--- src/rtl/mem_arb_pkg.sv ---
// Shared types and exmem geometry for the exmem port-1 arbiter.
package mem_arb_pkg;

  localparam int MEM_DATA_W = 16;
  localparam int MEM_ADDR_W = 10;

  typedef enum logic [1:0] {
    OWN_NONE = 2'd0,
    OWN0     = 2'd1,
    OWN1     = 2'd2
  } owner_t;

endpackage

--- src/rtl/mem_port_arbiter_rd_return_pipe.sv ---
// Valid/owner-tag shift register: a read pushed at its accept edge emerges
// DEPTH cycles later as a one-cycle rvalid pulse for the tagged requester.
module rd_return_pipe
  import mem_arb_pkg::*;
#(
  parameter int DEPTH = 2
) (
  input  logic   clk,
  input  logic   reset,
  input  logic   push,
  input  owner_t tag,
  output logic   rvalid0,
  output logic   rvalid1
);

  logic [DEPTH-1:0] vld;
  owner_t           tag_q [DEPTH];

  always_ff @(posedge clk or negedge reset) begin
    if (!reset) begin
      vld <= '0;
      for (int i = 0; i < DEPTH; i++) tag_q[i] <= OWN_NONE;
    end else begin
      vld[0]   <= push;
      tag_q[0] <= tag;
      for (int i = 1; i < DEPTH; i++) begin
        vld[i]   <= vld[i-1];
        tag_q[i] <= tag_q[i-1];
      end
    end
  end

  assign rvalid0 = vld[DEPTH-1] && (tag_q[DEPTH-1] == OWN0);
  assign rvalid1 = vld[DEPTH-1] && (tag_q[DEPTH-1] == OWN1);

endmodule

--- src/rtl/mem_port_arbiter.sv ---
// Two-requester arbiter for exmem port 1 with registered command and tagged
// read return. Define MEM_ARB_RR_EN for round-robin contention handling.
module mem_port_arbiter
  import mem_arb_pkg::*;
#(
  parameter int DATA_W       = MEM_DATA_W,
  parameter int ADDR_W       = MEM_ADDR_W,
  parameter int READ_LAT     = 1,
  parameter int STARVE_LIMIT = 4
) (
  input  logic              clk,
  input  logic              reset,
  input  logic              req0,
  input  logic              req1,
  input  logic              we0,
  input  logic              we1,
  input  logic [ADDR_W-1:0] addr0,
  input  logic [ADDR_W-1:0] addr1,
  input  logic [DATA_W-1:0] wdata0,
  input  logic [DATA_W-1:0] wdata1,
  output logic              gnt0,
  output logic              gnt1,
  output logic              rvalid0,
  output logic              rvalid1,
  output logic [DATA_W-1:0] rdata0,
  output logic [DATA_W-1:0] rdata1,
  output logic [ADDR_W-1:0] mem_addr,
  output logic [DATA_W-1:0] mem_din,
  output logic              mem_wen,
  input  logic [DATA_W-1:0] mem_dout,
  output owner_t            dbg_owner
);

  // Handshake: a request transfers at the rising edge where reqX && gntX.
  // gntX is combinational and never high without reqX; the requester must
  // hold addr/we/wdata stable while reqX is high and gntX is low.

  owner_t owner, owner_nxt;
  logic   acc0, acc1, rd_push;

`ifdef MEM_ARB_RR_EN
  // Contention goes to whoever did not win last cycle; idle favours 0.
  always_comb begin
    gnt0 = 1'b0;
    gnt1 = 1'b0;
    if (req0 && req1) begin
      if (owner == OWN0) gnt1 = 1'b1;
      else               gnt0 = 1'b1;
    end else begin
      gnt0 = req0;
      gnt1 = req1;
    end
  end
`else
  localparam logic [3:0] STARVE_MAX = 4'(STARVE_LIMIT);
  logic [3:0] starve_cnt;

  always_comb begin
    gnt0 = 1'b0;
    gnt1 = 1'b0;
    if (req0 && req1) begin
      if (starve_cnt == STARVE_MAX) gnt1 = 1'b1;
      else                          gnt0 = 1'b1;
    end else begin
      gnt0 = req0;
      gnt1 = req1;
    end
  end

  // Counts consecutive denied cycles of requester 1, saturating.
  always_ff @(posedge clk or negedge reset) begin
    if (!reset) begin
      starve_cnt <= 4'd0;
    end else if (!req1 || gnt1) begin
      starve_cnt <= 4'd0;
    end else if (starve_cnt != STARVE_MAX) begin
      starve_cnt <= starve_cnt + 4'd1;
    end
  end
`endif

  assign acc0 = req0 && gnt0;
  assign acc1 = req1 && gnt1;

  always_comb begin
    owner_nxt = OWN_NONE;
    if (acc0)      owner_nxt = OWN0;
    else if (acc1) owner_nxt = OWN1;
  end

  always_ff @(posedge clk or negedge reset) begin
    if (!reset) owner <= OWN_NONE;
    else        owner <= owner_nxt;
  end

  assign dbg_owner = owner;

  // Address and data hold when idle; only the write enable is pulsed.
  always_ff @(posedge clk or negedge reset) begin
    if (!reset) begin
      mem_addr <= '0;
      mem_din  <= '0;
      mem_wen  <= 1'b0;
    end else begin
      mem_wen <= 1'b0;
      if (acc0) begin
        mem_addr <= addr0;
        mem_din  <= wdata0;
        mem_wen  <= we0;
      end else if (acc1) begin
        mem_addr <= addr1;
        mem_din  <= wdata1;
        mem_wen  <= we1;
      end
    end
  end

  assign rd_push = (acc0 && !we0) || (acc1 && !we1);

  rd_return_pipe #(
    .DEPTH (READ_LAT + 1)
  ) u_rd_return_pipe (
    .clk     (clk),
    .reset   (reset),
    .push    (rd_push),
    .tag     (owner_nxt),
    .rvalid0 (rvalid0),
    .rvalid1 (rvalid1)
  );

  assign rdata0 = mem_dout;
  assign rdata1 = mem_dout;

endmodule
--- config.mk ---
export PLATFORM = sky130hd
export DESIGN_NAME = mem_port_arbiter
export DESIGN_NICKNAME = d
export VERILOG_FILES = /design/src/rtl/mem_arb_pkg.sv /design/src/rtl/mem_port_arbiter_rd_return_pipe.sv /design/src/rtl/mem_port_arbiter.sv
export SDC_FILE = /design/constraint.sdc
export NUM_CORES = 1
export LEC_CHECK = 0
export ABC_AREA = 1
export ABC_CLOCK_PERIOD_IN_PS = 3000
export CORE_MARGIN = 1
export CORE_UTILIZATION = 40
export DETAILED_ROUTE_END_ITERATION = 8
export PLACE_DENSITY = 0.84
export SYNTH_ARGS = -nofsm -noshare
export SYNTH_HDL_FRONTEND = slang
export SYNTH_HIERARCHICAL = 1
export SYNTH_SLANG_ARGS = --single-unit
--- constraint.sdc ---
create_clock -name clk -period 3 [get_ports clk]
set_clock_uncertainty 0.1 [all_clocks]
set_input_delay 0.6 -clock clk [delete_from_list [all_inputs] [get_ports clk]]
set_output_delay 0.6 -clock clk [all_outputs]
set_load 0.03 [all_outputs]
==> impl_metrics.json <==
{
  "synth.most_common_cell": "nand2_1",
  "ir_drop_v": 0.000243,
  "finalWirelength_um": 5000,
  "tightest_slew_ps": 1090,
  "port_buffers": 90,
  "synth_area_leaders": "dfrtp_1 44%, buf_4 11%, nand2_1 9.7%",
  "grt_max_degree": 53,
  "synth_seq_cells": 39,
  "vias_per_cell": 4.72,
  "place.gp.congestion": 0.706,
  "drive_above_1_share_pct": 11.4,
  "cts_setup_buffers": 0,
  "antenna_violating_nets_post_route": 0,
  "worstPathArrival_ps": 2150,
  "drtIter0Drc": 58,
  "relSlewSlack_pct": 27.3,
  "hold_buffers": 0,
  "finalCritPeriodShare_pct": 94.9,
  "power_density_nw_per_um2": 461,
  "crit_type": "primary input to output port",
  "yosysSeqAreaShare_pct": 43.6,
  "fillers": 502,
  "holdWs_ps": 249,
  "hold_viol": 0,
  "synth_area_um2": 2240,
  "grt.total_usage_pct": 17.8,
  "io_pins": 139,
  "required_ps": 2300,
  "cp_common_cell": "clkdlybuf4s50_1",
  "hpwl_um": 3340,
  "yosysWarnings": 6,
  "rows": 26,
  "yosys.area.top_type": "dfrtp_1",
  "area_growth_pct": 36.1,
  "final_max_slew_viol_count": 0,
  "crit_path_top_delay_cell": "clkdlybuf4s50_1",
  "clkLatencyLatePin_ps": 280,
  "crit_path_start_kind": "primary input",
  "routedWlPerCell_um": 12.4,
  "n_antenna_cell": 0,
  "rsz0062_at_grt": "no",
  "ctsResizeCount": 0,
  "synthTopCellsByCount": "58 x nand2_1, 39 x dfrtp_1, 38 x nand3_1",
  "clock_sinks": 39,
  "path_max_fanout": 4,
  "setup_tns_ps": 0,
  "syn_avg_cell_area_um2": 8.06,
  "timing.final.ws_setup_ps": 152,
  "initial_core_util_pct": 42.8,
  "cts_max_level": 2,
  "hold_class": "flip-flop to flip-flop",
  "maxCapViolCount": 0,
  "die_area_um2": 5900,
  "post-route-drc-count": 0,
  "setup_viol": 0,
  "nets": 409,
  "min_period_ps": 2850,
  "core-area_um2": 5240,
  "synthFlopType": "dfrtp_1",
  "cts_tree": "yes",
  "die_h_um": 76.8,
  "antenna_found_initial": 0,
  "grt_pass1_wl_um": 8200,
  "path_cells": "clkdlybuf4s50_1 > nand3_1 > o21bai_2 > inv_2 > nor2_1 > clkdlybuf4s50_1",
  "ctsLongestPathBuffers": 2,
  "syn_nets": 354,
  "critical_path.top_delay_family": "buffers and inverters",
  "via_count": 1905,
  "crit_path_end_kind": "output port",
  "async_flop_share_pct": 100,
  "pre_cts_ws_ps": 144,
  "cts.clk_slew.worst_paths_ps": 70,
  "fmax_mhz": 351,
  "gr-total-overflow": 0,
  "synth_cell_type_count": 17,
  "worst_path_largest_cell_delay_ps": 670,
  "synth-edff-count": 0,
  "netlist_instances": 278,
  "crit_buf_inv": 3,
  "status": "finished clean",
  "cts_buffers": 5,
  "synth.top_cell.area_share_pct": 43.6,
  "power_leakage_nw": 1.47,
  "drt_first_pass_iters": 4,
  "first_global_vias": 1731,
  "root_buffer": "clkbuf_8",
  "die_width_um": 76.8,
  "final_core_util_pct": 58.2
}
## cell families (layout without fill, tap and decap cells)
family,Yosys count,in the layout,share of synthesized area [%]
AND/OR/NAND/NOR,154,154,33.8
buffers and inverters,80,136,20.2
flip-flops,39,39,43.6
adder cells (fa/ha/maj),2,2,1.12
XOR/XNOR,2,2,0.782
AO/OA/AOI/OAI,1,1,0.503
## final cells by class
cell class / instances / area (um2) / area share, %
Sequential cell: 39 / 976 / 32.0
Timing Repair Buffer: 94 / 923 / 30.3
Inverter: 34 / 128 / 4.19
Tap cell: 70 / 87.6 / 2.87
Multi-Input combinational cell: 159 / 816 / 26.8
Clock buffer: 6 / 82.6 / 2.71
Clock inverter: 2 / 35.0 / 1.15
## state kept, by name (all words and copies together), names as in the netlist
register / flops
starve_cnt: 4
mem_addr: 10
mem_din: 16
u_rd_return_pipe/vld: 2
dbg_owner: 2
u_rd_return_pipe/tag_q: 4
mem_wen: 1
## metal layers
layer / vias to the layer above / part of all wire [%] / wire length [um] / track usage [%]
li1: 927 / - / - / -
met1: 885 / 42 / 2110 / 20.5
met2: 80 / 48 / 2380 / 30.3
met3: 13 / 8.8 / 442 / 6.07
met4: 0 / 1.4 / 72 / 6.54
met5: - / 0 / 0 / 0
## stage by stage
step                      power (mW)  instance area, um2  std cells
after detailed placement       0.971                2930        396
after global routing            1.48                3050        404
after global placement         0.964                2930        396
final                           1.40                3050        404
after floorplan                0.860                2240        278
after CTS                       1.42                3050        404
## path summary, 6_finish.rpt
check,from,endpoint,slack (ps),cells after the start
setup / recovery,req1,gnt1,150,6
hold / removal,u_rd_return_pipe/vld[0]$_DFF_PN0_,u_rd_return_pipe/vld[1]$_DFF_PN0_,250,0
setup reg to reg,starve_cnt[0]$_DFFE_PN0P_,starve_cnt[3]$_DFFE_PN0P_,1290,8
hold reg to reg,u_rd_return_pipe/vld[0]$_DFF_PN0_,u_rd_return_pipe/vld[1]$_DFF_PN0_,250,0
max in group asynchronous,reset,mem_addr[8]$_DFFE_PN0P_,1940,1
min in group asynchronous,reset,mem_din[10]$_DFFE_PN0P_,320,1
## where the power goes
group / internal (mW) / switching [mW]
combinational: 0.174 / 0.191
clock: 0.269 / 0.178
sequential: 0.569 / 0.0231
total: 1.01 / 0.392
## cells in the final DEF (no fill, tap or decap)
| cell | count |
|---|---|
| nand3_2 | 20 |
| nand2_1 | 58 |
| clkdlybuf4s50_1 | 88 |
| dfrtp_1 | 39 |
| clkbuf_8 | 6 |
| bufinv_16 | 1 |
| inv_1 | 32 |
| xnor2_1 | 1 |
| nor2_4 | 1 |
| inv_2 | 2 |
| buf_2 | 1 |
| nand3_1 | 38 |
| o21bai_2 | 1 |
| nand3b_1 | 1 |
| buf_4 | 5 |
| ha_1 | 2 |
| clkinv_2 | 1 |
| nor2_1 | 36 |
| xor2_1 | 1 |
(Power assumes the default switching activity.)
